$ cat src/rtl/phase_sequencer.sv
// Multi-cycle control sequencer: turns each fetch-phase edge from the clock generator into
// FETCH/DECODE/EXEC/MEM/WB/DONE steps, with memory handshake timeout and sticky fault flags.
module phase_sequencer #(
    parameter int MEM_TIMEOUT = 15,
    parameter int TO_W        = 4,
    parameter int CNT_W       = 16
) (
    input  logic             clk,
    input  logic             reset,
    input  logic             fetch,
    input  logic             alu_clk,
    input  logic [2:0]       op_class,
    input  logic             alu_zero,
    input  logic             mem_ack,
    output logic             mem_req,
    output logic             mem_we,
    output logic             ir_load,
    output logic             pc_inc,
    output logic             pc_load,
    output logic             alu_en,
    output logic             rf_we,
    output logic [2:0]       state,
    output logic [CNT_W-1:0] retired,
    output logic             halted,
    output logic             bus_err,
    output logic             overrun
);

    localparam logic [2:0] S_IDLE   = 3'd0;
    localparam logic [2:0] S_FETCH  = 3'd1;
    localparam logic [2:0] S_DECODE = 3'd2;
    localparam logic [2:0] S_EXEC   = 3'd3;
    localparam logic [2:0] S_MEM    = 3'd4;
    localparam logic [2:0] S_WB     = 3'd5;
    localparam logic [2:0] S_DONE   = 3'd6;
    localparam logic [2:0] S_HALTED = 3'd7;

    localparam logic [2:0] OP_ALU    = 3'd0;
    localparam logic [2:0] OP_LOAD   = 3'd1;
    localparam logic [2:0] OP_STORE  = 3'd2;
    localparam logic [2:0] OP_BRANCH = 3'd3;
    localparam logic [2:0] OP_HALT   = 3'd4;

    // The count reaches MEM_TIMEOUT on the edge where it currently holds MEM_TIMEOUT-1.
    localparam logic [TO_W-1:0] TO_LAST = TO_W'(MEM_TIMEOUT - 1);

    logic [2:0]       state_r;
    logic [2:0]       state_nxt_s;
    logic             fetch_q_r;
    logic             fetch_rise_s;
    logic             busy_s;
    logic             to_last_s;
    logic             timeout_s;
    logic [2:0]       op_r;
    logic [TO_W-1:0]  to_cnt_r;
    logic             ir_load_r;
    logic             pc_inc_r;
    logic             pc_load_r;
    logic             alu_en_r;
    logic             rf_we_r;
    logic [CNT_W-1:0] retired_r;
    logic             halted_r;
    logic             bus_err_r;
    logic             overrun_r;

    assign fetch_rise_s = fetch & ~fetch_q_r;
    assign busy_s       = (state_r != S_IDLE) && (state_r != S_HALTED);
    assign to_last_s    = (to_cnt_r == TO_LAST);

    // Next-state selection, including the memory-timeout escape to HALTED.
    always_comb begin
        state_nxt_s = state_r;
        timeout_s   = 1'b0;
        case (state_r)
            S_IDLE: begin
                if (fetch_rise_s) state_nxt_s = S_FETCH;
                else              state_nxt_s = S_IDLE;
            end
            S_FETCH: begin
                if (mem_ack) begin
                    state_nxt_s = S_DECODE;
                end else if (to_last_s) begin
                    state_nxt_s = S_HALTED;
                    timeout_s   = 1'b1;
                end else begin
                    state_nxt_s = S_FETCH;
                end
            end
            S_DECODE: begin
                if (alu_clk) state_nxt_s = S_EXEC;
                else         state_nxt_s = S_DECODE;
            end
            S_EXEC: begin
                case (op_r)
                    OP_ALU:            state_nxt_s = S_WB;
                    OP_LOAD, OP_STORE: state_nxt_s = S_MEM;
                    OP_BRANCH:         state_nxt_s = S_DONE;
                    OP_HALT:           state_nxt_s = S_HALTED;
                    default:           state_nxt_s = S_DONE;
                endcase
            end
            S_MEM: begin
                if (mem_ack) begin
                    if (op_r == OP_LOAD) state_nxt_s = S_WB;
                    else                 state_nxt_s = S_DONE;
                end else if (to_last_s) begin
                    state_nxt_s = S_HALTED;
                    timeout_s   = 1'b1;
                end else begin
                    state_nxt_s = S_MEM;
                end
            end
            S_WB:     state_nxt_s = S_DONE;
            S_DONE:   state_nxt_s = S_IDLE;
            S_HALTED: state_nxt_s = S_HALTED;
            default:  state_nxt_s = S_IDLE;
        endcase
    end

    // State, latched opcode, timeout counter, one-cycle strobes and bookkeeping registers.
    always_ff @(posedge clk or posedge reset) begin
        if (reset) begin
            state_r   <= S_IDLE;
            fetch_q_r <= 1'b0;
            op_r      <= OP_ALU;
            to_cnt_r  <= '0;
            ir_load_r <= 1'b0;
            pc_inc_r  <= 1'b0;
            pc_load_r <= 1'b0;
            alu_en_r  <= 1'b0;
            rf_we_r   <= 1'b0;
            retired_r <= '0;
            halted_r  <= 1'b0;
            bus_err_r <= 1'b0;
            overrun_r <= 1'b0;
        end else begin
            state_r   <= state_nxt_s;
            fetch_q_r <= fetch;
            if ((state_r == S_DECODE) && alu_clk) begin
                op_r <= op_class;
            end
            // Counter is held at zero outside the handshake states, so entry always starts at 0.
            if ((state_r == S_FETCH) || (state_r == S_MEM)) begin
                to_cnt_r <= to_cnt_r + TO_W'(1);
            end else begin
                to_cnt_r <= '0;
            end
            ir_load_r <= (state_r == S_FETCH) && mem_ack;
            pc_inc_r  <= (state_r == S_FETCH) && mem_ack;
            pc_load_r <= (state_r == S_EXEC) && (op_r == OP_BRANCH) && alu_zero;
            alu_en_r  <= (state_nxt_s == S_EXEC);
            rf_we_r   <= (state_nxt_s == S_WB);
            if (state_r == S_DONE) begin
                retired_r <= retired_r + CNT_W'(1);
            end
            halted_r  <= (state_nxt_s == S_HALTED);
            bus_err_r <= bus_err_r | timeout_s;
            overrun_r <= overrun_r | (fetch_rise_s & busy_s);
        end
    end

    assign state   = state_r;
    assign mem_req = (state_r == S_FETCH) || (state_r == S_MEM);
    assign mem_we  = (state_r == S_MEM) && (op_r == OP_STORE);
    assign ir_load = ir_load_r;
    assign pc_inc  = pc_inc_r;
    assign pc_load = pc_load_r;
    assign alu_en  = alu_en_r;
    assign rf_we   = rf_we_r;
    assign retired = retired_r;
    assign halted  = halted_r;
    assign bus_err = bus_err_r;
    assign overrun = overrun_r;

endmodule
$ cat config.mk
export PLATFORM = sky130hd
export DESIGN_NAME = phase_sequencer
export DESIGN_NICKNAME = d
export VERILOG_FILES = /design/src/rtl/phase_sequencer.sv
export SDC_FILE = /design/constraint.sdc
export NUM_CORES = 1
export LEC_CHECK = 0
export BUFFER_PORTS_ARGS = -buffer_cell sky130_fd_sc_hd__buf_2
export CAP_MARGIN = 0
export CORE_ASPECT_RATIO = 0.75
export CORE_MARGIN = 2
export CORE_UTILIZATION = 40
export CTS_BUF_LIST = sky130_fd_sc_hd__clkbuf_8
export DETAILED_ROUTE_END_ITERATION = 10
export HOLD_SLACK_MARGIN = 0.12
export MAX_ROUTING_LAYER = met4
export PLACE_DENSITY = 0.66
export SLEW_MARGIN = 0
export SYNTH_ARGS = -nofsm -noshare
export SYNTH_HDL_FRONTEND = slang
export SYNTH_SLANG_ARGS = --single-unit
$ cat constraint.sdc
create_clock -name clk -period 1.7 [get_ports clk]
set_input_delay 0.085 -clock clk [delete_from_list [all_inputs] [get_ports clk]]
set_output_delay 0.085 -clock clk [all_outputs]
set_load 0.05 [all_outputs]
==> summary.md <==
| Metric | Value |
|---|---|
| Run status | `finished, final reports clean` |
| Slew @ Worst Pin | `0.4308 ns` |
| Yosys top cell by area | `dfrtp_1` |
| Initial Util | `41.97%` |
| DRT iter0 DRCs | `119` |
| Post-route cell area | `0.002064 sq mm` |
| H-tree depth | `2` |
| Global-route wire length before repair | `5513 um` |
| TritonRoute pass-1 iters | `4` |
| Final setup vio count | `0` |
| Num CTS Buffers | `5` |
| Crit Path Class | `reg -> reg` |
| Sw Share | `43.69%` |
| Synth top area cells | `dfrtp_1, xor2_1, nor2_1` |
| Syn. warnings | `0` |
| Worst r2r src | `retired[0]` |
| Net count, final | `208` |
| Pleak | `0.001066 uW` |
| Hold/Removal Path Class | `in -> async` |
| Required @ worst endpoint | `between 1.5 and 2 ns` |
| Power share of the combinational group | `44.1%` |
| Syn avg cell area | `~11 sq um` |
| Area of the multi-input gates | `678.2 sq um` |
| Placed instance area | `0.001844 sq mm` |
| Final wirelength | `around 3300 um` |
| Layout Cells excl Fill | `249` |
| Post-synth EDFFs | `0` |
| Worst Setup Start Kind | `register` |
| Post-Syn Area | `0.001546 sq mm` |
| Grt met3 use | `5.043%` |
| Placed insts | `231` |
| Cell at the root of the clock tree | `clkbuf_8` |
| Share of layout cells above drive strength 1 | `between 30% and 40%` |
| Max FO, Critical Path | `5` |
| Antenna viol nets, final | `0` |
| Int Pwr | `just under 2000 uW` |
| Peak VDD IR | `between 1 and 1.5 mV` |
| Final Power | `~3500 uW` |
| Fmax | `614.3 MHz` |
| Flops & latches, synth | `34` |
| Full die area | `0.004385 sq mm` |
| Core area | `~0.0037 sq mm` |
| CP Data Arrival Time | `1.84 ns` |
| Synth cell types | `37` |
| Seq/Total Area, Yosys | `55.02%` |
| Grt met2 use | `23.89%` |
| Antenna fix cells | `0` |
| FFs w/ async S/R, synth | `100.0%` |
| Standard-cell row count | `19` |
| Vias | `1186` |
| Critical Path Sink Type | `register` |
| Clk pin slew, worst setup/hold paths | `0.07 ns` |
| Clock Power Share | `20.9%` |
| GRT overflow | `0` |
| Placer Congestion | `0.7823` |
| Io pins | `38` |
| Power density over the cells | `around 1700 mW/mm^2` |
| Detailed Place HPWL | `2254 um` |
| Met1 usage | `24.32%` |
| DRC Markers | `0` |
| Fin Clk Skew | `slightly above 0.006 ns` |
| Reg area | `865.8 sq um` |
| DIE WIDTH | `about 76 um` |
| Min Tclk post-route | `1.628 ns` |
| Initial antenna violation count | `0` |
| Max-slew violation count | `0` |
| Die height | `57.85 um` |
| CTS sink cnt | `34` |
| Via/cell ratio | `4.763` |
| PortBufs | `37` |
| Seq pwr share | `between 30% and 40%` |
| Synthesis-to-finish area growth | `33.50%` |
| Fillers | `329` |
| Skew-Pair Late Insertion Delay | `just under 0.3 ns` |
| TritonCTS clock tree | `built` |
| Psw | `1510 uW` |
| Vias in the first global route | `1154` |
| FF-to-FF path depth | `5` |
| Clock buffer depth | `2` |
| Tot GR Track Use | `17.76%` |
| Worst R2R End | `retired[14]` |
| Synth Net Count | `153` |
| Busiest grt layer | `met1` |
| Largest net degree at the start of global routing | `35` |
| Post-synth top area share | `55.02%` |
| Flop2flop setup slack | `between 0.07 and 0.08 ns` |
| Period utilization | `95.75%` |
| Max cap viols | `0` |
| Top FF cell, synth | `dfrtp_1` |
| Slew HR | `slightly above 70%` |
| Post-Syn Instances | `141` |
| WL per Instance | `approximately 13 um` |
| Final hold vios | `0` |
-- synthesized netlist by cell type, types with 2 or more instances --
cell type,instances
and3_1,2
inv_1,7
nor2_1,14
nand2_1,13
a31oi_1,2
o21ai_0,2
xor2_1,13
clkbuf_1,2
nand3_1,6
dfrtp_1,34
xnor2_1,5
nand2b_1,5
nor3_1,7
mux2_2,3
ha_1,3
nor3b_1,2
-- worst max path at each step --
stage	end	slack [ns]	cells after the start	startpoint
2_1_floorplan	retired[12]	-0.02	5	retired[0]
3_3_place_gp	retired[12]	0.14	5	retired[0]
3_5_place_dp	retired[12]	0.07	5	retired[0]
4_1_cts	retired[12]	0.007	5	retired[0]
5_1_grt	rf_we	-0.0003	6	to_cnt_r[0]
6_report	retired[14]	0.07	5	retired[0]
-- what timing repair did --
item,in CTS,in global routing
hold endpoints to repair,42,0
gates resized for setup,0,6
endpoints found under the setup margin,0,5
hold buffers,8,0
buffers inserted,0,2
-- kinds of logic (layout without fill, tap and decap cells) --
logic type,after synthesis,in the layout,share of synthesized area (%)
flip-flops,34,34,55.02
AO/OA/AOI/OAI,11,11,5.017
AND/OR/NAND/NOR,61,61,22.17
multiplexers,3,3,2.184
adder cells (fa/ha/maj),3,3,2.427
buffers and inverters,11,67,2.994
XOR/XNOR,18,18,10.19
-- power by group through the flow --
stage	Clock [uW]	Combinational, uW	Sequential (uW)
global route	787	1650	1240
global placement	0	1430	1210
finish	721	1530	1210
floorplan	0	690	1610
detailed placement	0	1460	1220
CTS	736	1470	1210
-- sequential cells by signal, summed over array words and instances, names as in the netlist --
name       flops
bus_err        1
rf_we          1
alu_en         1
retired       16
overrun        1
halted         1
to_cnt_r       4
op_r           3
pc_inc         1
pc_load        1
fetch_q_r      1
state          3
-- layout make-up --
cell class | instances | area share, %
Clock buffer | 5 | 3.333
Clock inverter | 3 | 1.818
Inverter | 7 | 1.273
Multi-Input combinational cell | 96 | 32.85
Sequential cell | 34 | 41.94
Tap cell | 52 | 3.152
Timing Repair Buffer | 52 | 15.64
-- critical path, stage by stage (launching register included) --
cell and delay [ns]:
dfrtp_2 0.41, ha_2 0.19, nand2_1 0.06, or4_4 0.57, nor2_1 0.15, xor2_1 0.16
-- per-stage QoR --
step / setup slack, ns / TNS, ns / utilization [%] / hold slack (ns)
final: 0.07221 / 0 / 56.03 / 0.4320
after floorplan: -0.01512 / -0.03139 / - / 0.1164
after global routing: -0.0002598 / -0.0002598 / 56.03 / 0.4514
after CTS: 0.007281 / 0 / 55.11 / 0.4359
after global placement: 0.1379 / 0 / 50.05 / 0.1935
after detailed placement: 0.07164 / 0 / 50.05 / 0.2017
-- cell usage in the layout, fill, tap and decap left out, types with 2 or more instances in the layout --
cell type      instances
buf_2                 35
dfrtp_1               22
nand2_1               13
nor2_1                13
xor2_1                13
dfrtp_2               12
inv_1                  9
dlygate4sd3_1          8
nor3_1                 7
buf_4                  7
nand3_1                6
nand2b_1               5
xnor2_1                5
clkbuf_8               5
mux2_2                 3
or4_4                  2
o21ai_0                2
nor3b_1                2
a31oi_1                2
and3_1                 2
ha_1                   2
clkbuf_4               2
-- metal layers --
metal | routed length (um) | share of wire (%) | up-vias
li1 | - | - | 583
met5 | 0 | 0 | -
met1 | 1586 | 48 | 570
met4 | 77 | 2.3 | 0
met3 | 134 | 4.0 | 8
met2 | 1534 | 46 | 25
(Power assumes the default switching activity.)
